===== config.mk =====
export PLATFORM = sky130hd
export DESIGN_NAME = imm_gen_pipe_flat
export DESIGN_NICKNAME = d
export VERILOG_FILES = /design/src/rtl/imm_gen_pipe_if.sv /design/src/rtl/imm_gen_pipe.sv /design/src/flat_wrapper.sv
export SDC_FILE = /design/constraint.sdc
export NUM_CORES = 1
export LEC_CHECK = 0
export ABC_AREA = 1
export CAP_MARGIN = 20
export CORE_MARGIN = 2
export CORE_UTILIZATION = 58
export CTS_BUF_LIST = sky130_fd_sc_hd__clkbuf_2
export CTS_CLUSTER_DIAMETER = 120
export DETAILED_ROUTE_END_ITERATION = 8
export PLACE_DENSITY = 0.92
export RECOVER_POWER = 100
export SETUP_SLACK_MARGIN = 0.15
export SLEW_MARGIN = 20
export SYNTH_ARGS = -nofsm -noshare
export SYNTH_HDL_FRONTEND = slang
export SYNTH_SLANG_ARGS = --single-unit
export TNS_END_PERCENT = 5

===== constraint.sdc =====
create_clock -name clk -period 2.4 [get_ports clk]
set_clock_uncertainty 0.2 [all_clocks]
set_input_delay 0.6 -clock clk [delete_from_list [all_inputs] [get_ports clk]]
set_output_delay 0.6 -clock clk [all_outputs]
set_load 0.005 [all_outputs]

===== src/rtl/imm_gen_pipe_if.sv =====
// rtl/imm_gen_pipe_if.sv - request/response bundle for the immediate generator stage
interface imm_gen_pipe_if #(
    parameter int XLEN  = 32,
    parameter int TAG_W = 8
) ();
    logic             in_valid;
    logic             in_ready;
    logic [24:0]      in_immed;
    logic [2:0]       in_imm_ctrl;
    logic [TAG_W-1:0] in_tag;
    logic             out_valid;
    logic             out_ready;
    logic [XLEN-1:0]  out_imm_ext;
    logic [TAG_W-1:0] out_tag;
    logic             out_err;

    // Decode/execute side that drives requests and consumes results.
    modport master (
        output in_valid, in_immed, in_imm_ctrl, in_tag, out_ready,
        input  in_ready, out_valid, out_imm_ext, out_tag, out_err
    );

    // The immediate generator itself.
    modport slave (
        input  in_valid, in_immed, in_imm_ctrl, in_tag, out_ready,
        output in_ready, out_valid, out_imm_ext, out_tag, out_err
    );
endinterface


===== src/rtl/imm_gen_pipe.sv =====
// rtl/imm_gen_pipe.sv - registered immediate generator with one-entry skid buffer
module imm_gen_pipe #(
    parameter int XLEN  = 32,
    parameter int TAG_W = 8
) (
    input  logic          clk,
    input  logic          rst,
    imm_gen_pipe_if.slave bus
);

    generate
        if (XLEN != 32 && XLEN != 64) begin : g_bad_xlen
            $error("imm_gen_pipe: XLEN must be 32 or 64");
        end
    endgenerate

    typedef enum logic [1:0] {
        S_EMPTY = 2'd0,
        S_ONE   = 2'd1,
        S_FULL  = 2'd2
    } state_e;

    state_e           state_q;
    logic [XLEN-1:0]  out_imm_q;
    logic [TAG_W-1:0] out_tag_q;
    logic             out_err_q;
    logic [XLEN-1:0]  skid_imm_q;
    logic [TAG_W-1:0] skid_tag_q;
    logic             skid_err_q;

    logic [24:0]      im;
    logic [63:0]      ext64_d;
    logic [XLEN-1:0]  imm_d;
    logic             err_d;
    logic             skid_valid;
    logic             in_hs;
    logic             out_hs;

    assign im = bus.in_immed;

    // Build every format at 64 bits and truncate, so U-type sign extension
    // needs no zero-width replication when XLEN is 32.
    always_comb begin
        ext64_d = '0;
        err_d   = 1'b0;
        case (bus.in_imm_ctrl)
            3'd0: ext64_d = {{52{im[24]}}, im[24:13]};
            3'd1: ext64_d = {{52{im[24]}}, im[24:18], im[4:0]};
            3'd2: ext64_d = {{51{im[24]}}, im[24], im[0], im[23:18], im[4:1], 1'b0};
            3'd3: ext64_d = {{32{im[24]}}, im[24:5], 12'b0};
            3'd4: ext64_d = {{43{im[24]}}, im[24], im[12:5], im[13], im[23:14], 1'b0};
            3'd5: ext64_d = {59'b0, im[12:8]};
            3'd6: begin
                if (XLEN == 64) begin
                    ext64_d = {58'b0, im[18:13]};
                end else begin
                    ext64_d = {59'b0, im[17:13]};
                    err_d   = im[18];
                end
            end
            default: begin
                ext64_d = '0;
                err_d   = 1'b0;
            end
        endcase
    end

    assign imm_d = ext64_d[XLEN-1:0];

    assign skid_valid      = (state_q == S_FULL);
    assign bus.in_ready    = ~skid_valid & ~rst;
    assign bus.out_valid   = (state_q != S_EMPTY);
    assign bus.out_imm_ext = out_imm_q;
    assign bus.out_tag     = out_tag_q;
    assign bus.out_err     = out_err_q;

    assign in_hs  = bus.in_valid & bus.in_ready;
    assign out_hs = bus.out_valid & bus.out_ready;

    always_ff @(posedge clk) begin
        if (rst) begin
            state_q    <= S_EMPTY;
            out_imm_q  <= '0;
            out_tag_q  <= '0;
            out_err_q  <= 1'b0;
            skid_imm_q <= '0;
            skid_tag_q <= '0;
            skid_err_q <= 1'b0;
        end else begin
            case (state_q)
                S_EMPTY: begin
                    if (in_hs) begin
                        out_imm_q <= imm_d;
                        out_tag_q <= bus.in_tag;
                        out_err_q <= err_d;
                        state_q   <= S_ONE;
                    end
                end
                S_ONE: begin
                    if (in_hs && out_hs) begin
                        out_imm_q <= imm_d;
                        out_tag_q <= bus.in_tag;
                        out_err_q <= err_d;
                    end else if (in_hs) begin
                        // Downstream stalled: park the new item behind the held one.
                        skid_imm_q <= imm_d;
                        skid_tag_q <= bus.in_tag;
                        skid_err_q <= err_d;
                        state_q    <= S_FULL;
                    end else if (out_hs) begin
                        state_q <= S_EMPTY;
                    end
                end
                S_FULL: begin
                    if (out_hs) begin
                        out_imm_q <= skid_imm_q;
                        out_tag_q <= skid_tag_q;
                        out_err_q <= skid_err_q;
                        state_q   <= S_ONE;
                    end
                end
                default: state_q <= S_EMPTY;
            endcase
        end
    end

endmodule


===== src/flat_wrapper.sv =====
// flat-port wrapper written by rule: the top's interface ports become plain ports
module imm_gen_pipe_flat 
#(
    parameter int XLEN  = 32,
    parameter int TAG_W = 8
)
  (clk, rst, bus_in_valid, bus_in_immed, bus_in_imm_ctrl, bus_in_tag, bus_out_ready, bus_in_ready, bus_out_valid, bus_out_imm_ext, bus_out_tag, bus_out_err);
  imm_gen_pipe_if #(.XLEN(XLEN), .TAG_W(TAG_W)) bus_i ();
  input  logic clk;
  input  logic rst;
  input wire logic [$bits(bus_i.in_valid)-1:0] bus_in_valid;
  input wire logic [$bits(bus_i.in_immed)-1:0] bus_in_immed;
  input wire logic [$bits(bus_i.in_imm_ctrl)-1:0] bus_in_imm_ctrl;
  input wire logic [$bits(bus_i.in_tag)-1:0] bus_in_tag;
  input wire logic [$bits(bus_i.out_ready)-1:0] bus_out_ready;
  output wire logic [$bits(bus_i.in_ready)-1:0] bus_in_ready;
  output wire logic [$bits(bus_i.out_valid)-1:0] bus_out_valid;
  output wire logic [$bits(bus_i.out_imm_ext)-1:0] bus_out_imm_ext;
  output wire logic [$bits(bus_i.out_tag)-1:0] bus_out_tag;
  output wire logic [$bits(bus_i.out_err)-1:0] bus_out_err;
  assign bus_i.in_valid = bus_in_valid;
  assign bus_i.in_immed = bus_in_immed;
  assign bus_i.in_imm_ctrl = bus_in_imm_ctrl;
  assign bus_i.in_tag = bus_in_tag;
  assign bus_i.out_ready = bus_out_ready;
  assign bus_in_ready = bus_i.in_ready;
  assign bus_out_valid = bus_i.out_valid;
  assign bus_out_imm_ext = bus_i.out_imm_ext;
  assign bus_out_tag = bus_i.out_tag;
  assign bus_out_err = bus_i.out_err;
  imm_gen_pipe #(.XLEN(XLEN), .TAG_W(TAG_W)) u_core (.clk(clk), .rst(rst), .bus(bus_i));
endmodule

==> impl_metrics.yaml <==
outcome:
  status: "finished, final reports clean"
drt:
  routed_via_density: 5.30
  dr_total_vias: 4491
  drtIter0Drc: 343
  first_pass_iters: 7
  wl_per_cell_um: 13.4
  drtAntennaViolNets: 0
  routed_wl_um: 11400
  drc: 0
sta:
  tightest_slew_ns: 0.520
  report.final.slew_viol_count: 0
  fmax_mhz: 428
  finalCritPeriodShare: 0.973
  rsz0062_at_grt: "yes"
  slew_headroom: 0.653
  fin_crit_ns: 2.33
  setup_viol_count_final: 0
  hold_viol_final: 0
min_path:
  holdPathEnd: "u_core.skid_tag_q[4]$_SDFFE_PP0P_"
  hold_class: "flop to flop"
  hp-start: "u_core.skid_tag_q[4]$_SDFFE_PP0P_"
  min_path_cells: 2
place:
  io_buffers: 82
  post_dp_cell_area_mm2: 0.00528
  hpwl_um: 7640
  dp.cells: 830
  gp_congestion: 0.888
die:
  die_w_um: 90.1
  std_cell_rows: 31
  fp.coreArea_mm2: 0.00721
  die_h_um: 90.1
  die-area_mm2: 0.00811
  start_util: 0.595
  io_pins: 83
yosys:
  synth_nets: 701
  yosys_warnings: 0
  ys_seq_elements: 84
  syn_area_per_cell_um2: 6.50
  synth.area.top_cells: "dfxtp_1 39%, nand2_1 17%, nor2_1 12%"
  syn_inst: 661
  synth_top_cell_area_share: 0.391
  synth_sequential_area_ratio: 0.391
  netlist_area_mm2: 0.00430
  yosysTopAreaCell: "dfxtp_1"
  ys_types: 27
finish:
  antenna_cells: 0
  layout.nets: 783
  area_delta_synth_final_pct: 25.8
  drive_above_1_share: 0.114
  postLayoutCellArea_mm2: 0.00540
  layout.cells.non_filler: 847
setup_path:
  critical_path.top_delay_family: "buffers and inverters"
  crit_slowest_cell: "dlygate4sd3_1"
  timing.critical_path.to_type: "primary output"
  slowest_delay_ns: 0.57
  critPathKind: "flop to primary output"
  worstPathRequired_ns: 1.60
  r2r-start: "u_core.state_q[0]$_SDFFE_PP0P_"
  worstPathCellList: "dlygate4sd3_1"
  cp.arrival_ns: 1.53
  cp_max_fo: 2
  r2r_slack_ns: 0.19
  critPathLaunchType: "flop"
  worstReg2RegEnd: "u_core.skid_imm_q[14]$_SDFFE_PP0P_"
  reg2reg_depth: 9
  crit_buf_inv: 1
power_and_ir_drop:
  cellLeakagePower_nw: 2.65
  powerDensity_mw_per_mm2: 551
  p_switching_mw: 0.929
  ir_drop_uv: 355
  switching_share: 0.312
  clockPowerShare: 0.265
  power.internal_mw: 2.05
  power_frac_comb: 0.226
  seqPwrFrac: 0.510
cts:
  cts_hold_buf: 0
  cts_tree: "built"
  cts_buffers: 9
  numClockSinks: 84
  h-tree-depth: 3
  cts.path.max_buffers: 2
  clkTransAtPathRegs_ns: 0.26
  clk_latency_ns: 0.57
  cts_root_buf: "clkbuf_2"
run:
  maxCapViolCount: 0
global_routing:
  track_usage: 0.280
  overflow: 0
  grt_pass1_vias: 4126
  antenna_found_initial: 0
  grt_max_degree: 69
  grt_pass1_wl_um: 19000
[per-stage QoR]
step                hold slack [ns]   util  setup TNS [ns]  total power, mW  worst slack, ns
global route                  0.286  0.749               0             3.11           0.0362
floorplan                     0.225      -               0             1.90            0.552
global placement              0.234  0.732          -0.983             2.19           -0.142
detailed placement            0.242  0.732           -3.93             2.22           -0.166
CTS                           0.268  0.751               0             2.98           0.0744
finish                        0.265  0.749               0             2.97           0.0651
[cells by family after synthesis]
| kind of cell | count (synthesis) | share of synthesized area |
|---|---|---|
| buffers and inverters | 97 | 0.111 |
| AO/OA/AOI/OAI | 89 | 0.107 |
| flip-flops | 84 | 0.391 |
| AND/OR/NAND/NOR | 391 | 0.390 |
[synthesized netlist by cell type]
cell        n
a211oi_1    1
a21boi_0    1
a21oi_1    24
a21oi_4     1
buf_12      3
buf_2      17
buf_4       2
buf_6       3
clkbuf_1   11
clkbuf_8    1
dfxtp_1    84
inv_1      52
inv_2       7
inv_4       1
nand2_1   191
nand2_2    17
nand2_4     1
nand3_1    31
nand3_2    10
nand3_4     1
nand4_1     2
nand4_4     1
nor2_1    133
nor2_2      2
nor2_4      2
o21ai_0    59
o21ai_1     3
[final cells by class]
cell class	instances	area [µm²]
multi-input cells	480	2130
inverters	60	228
well taps	99	124
clock buffers	9	45.0
repair buffers	108	1110
clock inverters	7	73.8
flip-flops and latches	84	1690
fillers	542	1810
[metal layers]
layer | share of wire | track usage | vias to the layer above
li1 | - | - | 2210
met1 | 0.42 | 0.359 | 2057
met2 | 0.48 | 0.482 | 191
met3 | 0.064 | 0.0419 | 33
met4 | 0.029 | 0.0974 | 0
met5 | 0 | 0 | -
[power by group through the flow]
stage	clock, mW	combinational [mW]	sequential, mW
6_report	0.787	0.671	1.52
4_1_cts	0.781	0.680	1.52
5_1_grt	0.844	0.743	1.53
3_5_place_dp	0	0.675	1.54
3_3_place_gp	0	0.653	1.54
2_1_floorplan	0	0.352	1.55
[layout by cell type, fill, tap and decap left out, types with 2 or more instances in the layout]
| master | netlist | routed |
|---|---|---|
| inv_6 | 0 | 2 |
| buf_12 | 3 | 8 |
| clkdlybuf4s50_1 | 0 | 58 |
| nor2_1 | 133 | 132 |
| nand3_1 | 31 | 31 |
| dfxtp_4 | 0 | 2 |
| a21oi_1 | 24 | 24 |
| inv_1 | 52 | 53 |
| inv_2 | 7 | 6 |
| buf_4 | 2 | 16 |
| o21ai_0 | 59 | 62 |
| nand3_2 | 10 | 10 |
| dlymetal6s2s_1 | 0 | 2 |
| nor2_2 | 2 | 3 |
| nor2_4 | 2 | 2 |
| nand2_1 | 191 | 193 |
| dlygate4sd3_1 | 0 | 20 |
| clkinv_2 | 0 | 3 |
| nand2_2 | 17 | 15 |
| dfxtp_1 | 84 | 82 |
| nand4_1 | 2 | 2 |
| clkbuf_2 | 0 | 10 |
[flip-flops by register name, indices dropped and copies added, names as in the netlist]
| signal | flops |
|---|---|
| u_core.state_q | 2 |
| u_core.skid_err_q | 1 |
| u_core.bus.out_tag | 8 |
| u_core.skid_imm_q | 32 |
| u_core.skid_tag_q | 8 |
| u_core.bus.out_imm_ext | 32 |
| u_core.bus.out_err | 1 |
[worst max path at each step]
| stage | startpoint | to | slack (ns) | cells after the start |
|---|---|---|---|---|
| 2_1_floorplan | rst | u_core.bus.out_tag[2]$_SDFFE_PP0P_ | 0.55 | 8 |
| 5_1_grt | u_core.bus.out_imm_ext[19]$_SDFFE_PP0P_ | bus_out_imm_ext[19] | 0.04 | 1 |
| 3_3_place_gp | rst | bus_in_ready | -0.14 | 3 |
| 4_1_cts | u_core.bus.out_imm_ext[5]$_SDFFE_PP0P_ | bus_out_imm_ext[5] | 0.07 | 1 |
| 3_5_place_dp | rst | bus_in_ready | -0.17 | 3 |
| 6_report | u_core.bus.out_imm_ext[15]$_SDFFE_PP0P_ | bus_out_imm_ext[15] | 0.07 | 1 |
[timing repair]
action | CTS | global route
pin swaps | 1 | 0
gates resized for setup | 8 | 10
endpoints found under the setup margin | 26 | 80
buffers inserted | 1 | 0
No activity file was read; power rests on OpenSTA's default activity.
